[src/rtl/a2_slot_pkg.sv]
// Shared Apple II slot-space constants and the C8 expansion-ROM ownership state type.
package a2_slot_pkg;

    localparam logic [15:0] C8_WINDOW_LO = 16'hC800;
    localparam logic [15:0] C8_WINDOW_HI = 16'hCFFF;
    localparam logic [7:0]  CN_PAGE_LO   = 8'hC1;
    localparam logic [7:0]  CN_PAGE_HI   = 8'hC7;
    localparam logic [2:0]  INTC8_SLOT   = 3'd3;

    typedef enum logic [1:0] {
        C8_FREE,
        C8_SLOT,
        C8_INTERNAL
    } c8_state_t;

endpackage

[src/rtl/cx_addr_decode.sv]
// Combinational decode of the $Cxxx slot space: Cn ROM pages, the C8 window and the release address.
module cx_addr_decode
    import a2_slot_pkg::*;
#(
    parameter logic [15:0] RELEASE_ADDR = 16'hCFFF
) (
    input  logic [15:0] addr_i,
    output logic        is_cn_page_o,
    output logic [2:0]  slot_num_o,
    output logic        is_c8_window_o,
    output logic        is_release_o
);

    always_comb begin
        is_cn_page_o   = (addr_i[15:8] >= CN_PAGE_LO) && (addr_i[15:8] <= CN_PAGE_HI);
        slot_num_o     = is_cn_page_o ? addr_i[10:8] : 3'd0;
        is_c8_window_o = (addr_i >= C8_WINDOW_LO) && (addr_i <= C8_WINDOW_HI);
        is_release_o   = (addr_i == RELEASE_ADDR);
    end

endmodule

[src/rtl/expansion_rom_arbiter.sv]
// Central owner of the $C800-$CFFF expansion-ROM window: tracks the owning slot or
// the internal ROM and drives the per-slot one-hot ROM enables.
module expansion_rom_arbiter
    import a2_slot_pkg::*;
#(
    parameter bit          IIE_MODE     = 1'b1,
    parameter logic [15:0] RELEASE_ADDR = 16'hCFFF,
    parameter logic [7:0]  SLOT_MASK    = 8'hFE
) (
    input  logic        clk_logic_i,
    input  logic        reset_i,
    input  logic        bus_strobe_i,
    input  logic        phi0_i,
    input  logic [15:0] addr_i,
    input  logic        intcxrom_i,
    input  logic        slotc3rom_i,
    input  logic [7:0]  rom_present_i,
    output logic [2:0]  owner_o,
    output logic        owner_valid_o,
    output logic        intc8rom_o,
    output logic [7:0]  c8_en_o,
    output logic        internal_c8_o,
    output logic        owner_change_o
);

    localparam logic [7:0] ELIGIBLE = SLOT_MASK & 8'hFE;

    c8_state_t  state_q, state_d;
    logic [2:0] slot_q, slot_d;
    logic       change_q, change_d;

    logic       is_cn_page;
    logic [2:0] slot_num;
    logic       is_c8_window;
    logic       is_release;

    cx_addr_decode #(
        .RELEASE_ADDR (RELEASE_ADDR)
    ) u_decode (
        .addr_i         (addr_i),
        .is_cn_page_o   (is_cn_page),
        .slot_num_o     (slot_num),
        .is_c8_window_o (is_c8_window),
        .is_release_o   (is_release)
    );

    always_ff @(posedge clk_logic_i) begin
        if (reset_i) begin
            state_q  <= C8_FREE;
            slot_q   <= '0;
            change_q <= 1'b0;
        end else begin
            state_q  <= state_d;
            slot_q   <= slot_d;
            change_q <= change_d;
        end
    end

    // Priority: release address, then a Cn claim, then dropping an owner whose card vanished.
    always_comb begin
        state_d = state_q;
        slot_d  = slot_q;
        if (bus_strobe_i) begin
            if (state_q == C8_SLOT && !rom_present_i[slot_q]) begin
                state_d = C8_FREE;
                slot_d  = '0;
            end
            if (is_release) begin
                state_d = C8_FREE;
                slot_d  = '0;
            end else if (is_cn_page && !intcxrom_i) begin
                if (IIE_MODE && slot_num == INTC8_SLOT && !slotc3rom_i) begin
                    state_d = C8_INTERNAL;
                    slot_d  = '0;
                end else if (ELIGIBLE[slot_num] && rom_present_i[slot_num]) begin
                    state_d = C8_SLOT;
                    slot_d  = slot_num;
                end
            end
        end
        change_d = (state_d != state_q) || (slot_d != slot_q);
    end

    always_comb begin
        c8_en_o = '0;
        if (phi0_i && is_c8_window && state_q == C8_SLOT && !intcxrom_i && rom_present_i[slot_q]) begin
            c8_en_o[slot_q] = 1'b1;
        end
        internal_c8_o  = phi0_i && is_c8_window && (intcxrom_i || state_q == C8_INTERNAL);
        owner_valid_o  = (state_q == C8_SLOT);
        owner_o        = owner_valid_o ? slot_q : 3'd0;
        intc8rom_o     = IIE_MODE && (state_q == C8_INTERNAL);
        owner_change_o = change_q;
    end

endmodule

[config.mk]
export PLATFORM = sky130hd
export DESIGN_NAME = expansion_rom_arbiter
export DESIGN_NICKNAME = d
export VERILOG_FILES = /design/src/rtl/a2_slot_pkg.sv /design/src/rtl/cx_addr_decode.sv /design/src/rtl/expansion_rom_arbiter.sv
export SDC_FILE = /design/constraint.sdc
export NUM_CORES = 1
export LEC_CHECK = 0
export CELL_PAD_IN_SITES_DETAIL_PLACEMENT = 2
export CELL_PAD_IN_SITES_GLOBAL_PLACEMENT = 2
export CORE_MARGIN = 4
export CORE_UTILIZATION = 19
export CTS_BUF_LIST = sky130_fd_sc_hd__clkbuf_4 sky130_fd_sc_hd__clkbuf_8
export CTS_CLUSTER_SIZE = 14
export DETAILED_ROUTE_END_ITERATION = 16
export GPL_TIMING_DRIVEN = 1
export PLACE_DENSITY = 0.83
export SYNTH_ARGS = -nofsm -noshare
export SYNTH_HDL_FRONTEND = slang
export SYNTH_SLANG_ARGS = --single-unit
[constraint.sdc]
create_clock -name clk_logic_i -period 2.05 [get_ports clk_logic_i]
set_input_delay 0.205 -clock clk_logic_i [delete_from_list [all_inputs] [get_ports clk_logic_i]]
set_output_delay 0.205 -clock clk_logic_i [all_outputs]
set_load 0.02 [all_outputs]
==> results of run 1 <==
[registers in the layout, summed over array words and instances, names as in the netlist]
register and count:
owner_change_o 1, state_q 2, slot_q 3
[synthesized netlist by cell type]
cell type / number
nand2_1: 9
nand4_1: 7
a22oi_1: 2
or3_1: 1
mux2_4: 2
and3_1: 2
o2111a_1: 1
a31oi_1: 2
o311a_1: 1
mux2i_1: 5
o31ai_1: 1
nor4_1: 4
nor3_1: 3
nand2b_1: 2
nor2_1: 9
o211ai_1: 1
buf_6: 2
o31ai_2: 2
a21oi_1: 6
and2_1: 5
a221o_1: 1
or2_2: 1
nor2b_1: 6
or4_1: 1
nand3b_1: 2
inv_1: 5
nand4bb_1: 2
o21ai_0: 4
buf_2: 1
dfxtp_1: 6
nand3_1: 4
clkbuf_1: 6
[power by group through the flow]
stage	clock, W	sequential (W)	combinational [W]
after global placement	0	0.000120	0.000111
after global routing	0.000199	0.000116	0.000127
final	0.000187	0.000117	0.000118
after floorplan	0	0.000120	0.0000333
after CTS	0.000190	0.000117	0.000114
after detailed placement	0	0.000120	0.000116
[layer usage]
layer | GRT usage [%] | part of all wire, % | up-vias
met2 | 29.6 | 55 | 32
met5 | 0 | 0 | -
met1 | 16.3 | 40 | 544
met3 | 4.03 | 4.3 | 4
met4 | 2.98 | 0.77 | 0
li1 | - | - | 526
[final timing paths]
| path | startpoint | end | slack [ns] | cells after the start |
|---|---|---|---|---|
| min | state_q[0] | state_q[0] | 0.62 | 3 |
| max reg2reg | slot_q[2] | state_q[0] | 0.15 | 8 |
| max | slot_q[0] | c8_en_o[2] | -0.15 | 7 |
| min reg2reg | state_q[0] | state_q[0] | 0.62 | 3 |
[worst reg2reg max path, stage by stage, from the launching register on]
cell and delay, ns:
dfxtp_1 0.38, nor2b_1 0.30, a22oi_2 0.13, buf_4 0.16, a31oi_1 0.33, buf_4 0.20, o21ai_0 0.10, nand2_1 0.11
a21oi_1 0.06
[repair_timing]
item,CTS,global route
setup buffers,2,1
resized for setup,58,8
hold buffers,0,0
pin swaps,9,3
endpoints found under the setup margin,12,10
hold endpoints to repair,0,0
[metrics by stage]
| step | hold slack [ns] | cells | instance area (sq um) |
|---|---|---|---|
| floorplan | 0.274 | 106 | 752 |
| global placement | 0.584 | 218 | 1420 |
| detailed placement | 0.611 | 218 | 1420 |
| CTS | 0.624 | 223 | 1480 |
| global route | 0.667 | 224 | 1520 |
| finish | 0.624 | 224 | 1520 |
[cell families after synthesis]
family,count (synthesis),synth area share (%)
flops,6,16.2
simple gates,58,43.6
buf+inv,14,9.29
compound gates,21,20.1
mux,7,10.8
[area by class of cell]
class,count,area share [%]
sequential,6,8.15
inverter,5,1.24
multi-input combinational,86,41.2
timing repair buffer,76,42.8
tap,48,3.95
clock buffer,3,2.72
==> metrics.cfg, run 1 <==
[min_path]
hold_path_class = register to register

[sta]
slew-limit-headroom_pct = 75.1
setup_slack_ns = -0.146
fin_skew_ns = 0.00198
rsz0062_at_grt = yes
period_share_pct = 107
finalSetupViolCount = 4
finalHoldViolCount = 0
tns_ns = -0.466
worst_slew_pin_slew_ns = 0.372
finalCriticalPeriod_ns = 2.20
maxSlewViolCount = 0
timing.fmax_mhz = 455

[power_and_ir_drop]
power_density_mw_per_mm2 = 277
pwr-share-comb_pct = 28.0
p_leak_nw = 0.642
pwr-share-clk_pct = 44.3
sw_frac_of_total_pct = 25.0
ir_drop_mv = 0.158
p_sw_w = 0.000105
power.total_w = 0.000421
p_seq_share_pct = 27.7
p_int_w = 0.000316

[finish]
drive_above_1_share_pct = 35.8
multi_input_area_sq_um = 626
fillers = 450
area_delta_synth_final_pct = 105
layout_commonest_cell = buf_4
fin_util_pct = 40.9
seqCellArea_sq_um = 124
nets = 208
most-common-layout-cells = 35 x buf_4, 27 x clkdlybuf4s50_1, 9 x nand2_1, 9 x dlygate4sd2_1, 8 x nor2_1
diodes = 0

[routing]
wl_mm = 4.03
drc = 0
ant_nets = 0
wl_per_cell_microns = 18.0
vias = 1106
vias_per_cell = 4.94
first_pass_iters = 4
drt_iter0_markers = 28

[placed_design]
place_ws_ns = -0.778
numPortBuffers = 44
globalplace.congestion = 0.755
hpwlAfterDp_mm = 3.05

[setup_path]
crit_type = register to output pin
crit_family = simple AND/OR/NAND/NOR gates
end_kind = output pin
worst_setup_path_start_kind = register
crit_chain = mux2i_1 -> a22oi_2 -> nand3_2 -> or4_4 -> nor2_4 -> and2_4 -> buf_6
slowest_stage = or4_4
slowest_delay_ns = 0.48
crit_fanout = 5
cp.required_ns = 1.85
critPathBufInv = 1
cp.arrival_ns = 1.99

[global_routing]
grt-ovfl-total = 0
grt_pass1_wl_mm = 6.04
grt_pass1_vias = 1267
antenna_found_initial = 0
track_usage_pct = 15.3
grt_max_degree = 13

[yosys]
synth_area_per_cell_sq_um = 6.99
syn_nets = 136
seq_area_frac_synth_pct = 16.2
synth_area_sq_um = 741
synth_top_area_share_pct = 16.2
synthTopCellsByArea = dfxtp_1 16%, mux2i_1 6.8%, nand4_1 5.9%, nor2b_1 5.1%, nand2_1 4.6%
synth_cell_types = 32
syn_inst = 106
yosysWarnings = 0
ys_ff_latch = 6
yosysTopAreaCell = dfxtp_1

[outcome]
violations = negative setup slack
status = complete, but fails checks

[clock_tree]
path_clk_slew_ns = 0.04
cts.sinks = 6
clock_latency_ns = 0.23
cts_buffer_depth = 2
cts_tree = done
numCtsBuffers = 3
ctsHtreeMaxLevel = 1
cts_root_buffer = clkbuf_8

[floorplan]
core_sq_mm = 0.00372
die_y_microns = 70.4
ios = 45
dieWidth_microns = 70.4
fp-row-count = 22
die_area_sq_mm = 0.00496
initial_core_util_pct = 19.9

[flow_run]
cap_violations = 0

(Power assumes the default switching activity.)
==> run 2, diff against run 1 <==
--- a/config.mk
+++ b/config.mk
@@ -14,6 +14,7 @@
 export DETAILED_ROUTE_END_ITERATION = 16
 export GPL_TIMING_DRIVEN = 1
 export PLACE_DENSITY = 0.83
+export SKIP_LAST_GASP = 1
 export SYNTH_ARGS = -nofsm -noshare
 export SYNTH_HDL_FRONTEND = slang
 export SYNTH_SLANG_ARGS = --single-unit
==> constraint.sdc (replaced) <==
create_clock -name clk_logic_i -period 2.2 [get_ports clk_logic_i]
set_input_delay 0.22 -clock clk_logic_i [delete_from_list [all_inputs] [get_ports clk_logic_i]]
set_output_delay 0.22 -clock clk_logic_i [all_outputs]
set_load 0.02 [all_outputs]
==> metrics.cfg, run 2 (synthesis results as in run 1) <==
[outcome]
status = complete, but fails checks
violations = negative setup slack

[finish]
regMostFlops = slot_q
layout_commonest_cell = buf_4
post-route-cell-area_sq_mm = 0.00160
drive_above_1_share_pct = 36.7
diodes = 0
area_delta_synth_final_pct = 116
largest_reg_flops = 3
most-common-layout-cells = 36 x buf_4, 29 x clkdlybuf4s50_1, 8 x nand2_1
nets = 209
seqCellArea_sq_um = 125
multi_input_area_sq_um = 661
fillers = 424
fin_cells = 225

[clock_tree]
cts_tree = done
ctsHtreeMaxLevel = 1
clock_latency_ns = 0.22
cts_buffer_depth = 2
cts_root_buffer = clkbuf_8
cts.sinks = 6
postCtsHoldBufs = 0
numCtsBuffers = 3
path_clk_slew_ns = 0.03

[flow_run]
cap_violations = 0

[placed_design]
numPortBuffers = 44
globalplace.congestion = 0.852
placed_cell_area_sq_mm = 0.00139
place_ws_ns = -0.604
placedCellCount = 215
hpwlAfterDp_mm = 2.84

[routing]
drc = 0
wl_met3_microns = 244
wl_per_cell_microns = 19.3
drt_iter0_markers = 17
dr.max_layer_used = met4
vias = 1146
wl_mm = 4.35
first_pass_iters = 4
vias_per_cell = 5.09
wl_met2_mm = 2.42
wl_met1_mm = 1.55
ant_nets = 0

[sta]
worst_slew_pin_slew_ns = 0.357
finalSetupViolCount = 4
slew-limit-headroom_pct = 76.1
timing.fmax_mhz = 441
period_share_pct = 103
tns_ns = -0.172
finalCriticalPeriod_ns = 2.27
rsz0062_at_grt = yes
maxSlewViolCount = 0
setup_slack_ns = -0.0662
finalHoldViolCount = 0
fin_skew_ns = 0.00380

[setup_path]
worst_setup_path_start_kind = register
slowest_stage = or4_4
crit_chain = mux2i_1 -> a22oi_2 -> nand3_2 -> or4_4 -> nor2_4 -> and2_4 -> buf_6
slowest_delay_ns = 0.54
cp.required_ns = 1.98
crit_fanout = 5
cp.arrival_ns = 2.05
crit_type = register to output pin
end_kind = output pin

[global_routing]
grt_max_degree = 12
track_usage_pct = 15.2
grt_pass1_wl_mm = 6.15
antenna_found_initial = 0
grt_pass1_vias = 1263
grt-ovfl-total = 0

[floorplan]
die_y_microns = 70.4
core_sq_mm = 0.00372
initial_core_util_pct = 19.9
die_area_sq_mm = 0.00496
fp-row-count = 22
dieWidth_microns = 70.4
ios = 45

[power_and_ir_drop]
p_leak_nw = 0.709
power_density_mw_per_mm2 = 252
ir_drop_mv = 0.196

[min_path]
hold_path_class = input port to register

-- run 2: cell types whose count changed in the layout (fill, tap and decap cells not counted), moves of 2 or more --
| cell | change |
|---|---|
| clkdlybuf4s50_1 | +2 |
| nor3_1 | +2 |
| dlymetal6s2s_1 | +7 |
| buf_2 | -2 |
| nor3_2 | -2 |
| dlygate4sd2_1 | -9 |
-- run 2: final timing paths --
kind	cells past startpoint	start	to	slack, ns
max	7	slot_q[0]	c8_en_o[2]	-0.07
min	4	addr_i[9]	slot_q[1]	0.58
max reg2reg	11	slot_q[0]	slot_q[1]	0.01
min reg2reg	3	state_q[0]	state_q[0]	0.64
-- run 2: cell type report --
cell class | instances | share of cell area (%)
tap | 48 | 3.76
clock buffer | 3 | 2.59
timing repair buffer | 77 | 43.3
sequential | 6 | 7.84
inverter | 5 | 1.18
multi-input combinational | 86 | 41.4
-- run 2: power breakdown --
| part | total, W | switching [W] | internal (W) |
|---|---|---|---|
| clock network | 0.000167 | 0.0000495 | 0.000118 |
| logic | 0.000126 | 0.0000469 | 0.0000791 |
| registers | 0.000109 | 0.000000282 | 0.000108 |
| total | 0.000402 | 0.0000967 | 0.000305 |
-- run 2: metrics by stage --
stage / total power (W) / hold WS (ns) / utilization, %
finish: 0.000402 / 0.584 / 43.0
global route: 0.000418 / 0.615 / 43.0
CTS: 0.000392 / 0.643 / 39.9
detailed placement: 0.000220 / 0.615 / 37.5
global placement: 0.000217 / 0.589 / 37.5
floorplan: 0.000143 / 0.289 / -
-- run 2: per-layer routing --
layer | global-route usage, % | up-vias
li1 | - | 531
met1 | 17.0 | 550
met2 | 29.2 | 52
met3 | 2.45 | 13
met4 | 4.04 | 0
met5 | 0 | -
-- run 2: worst max-delay path: cells and delay by family, from the launching register on --
family / cells / cell delay [ns]
muxes: 1 / 0.14
buffers and inverters: 1 / 0.11
DFF: 1 / 0.36
and+or+nand+nor: 4 / 0.97
AOI/OAI and AO/OA: 1 / 0.25
-- run 2: timing repair --
item                                    4_1_cts  5_1_grt
buffers inserted                              5        2
pin swaps                                     6        8
endpoints found under the setup margin        9       13
resized for setup                            37       31
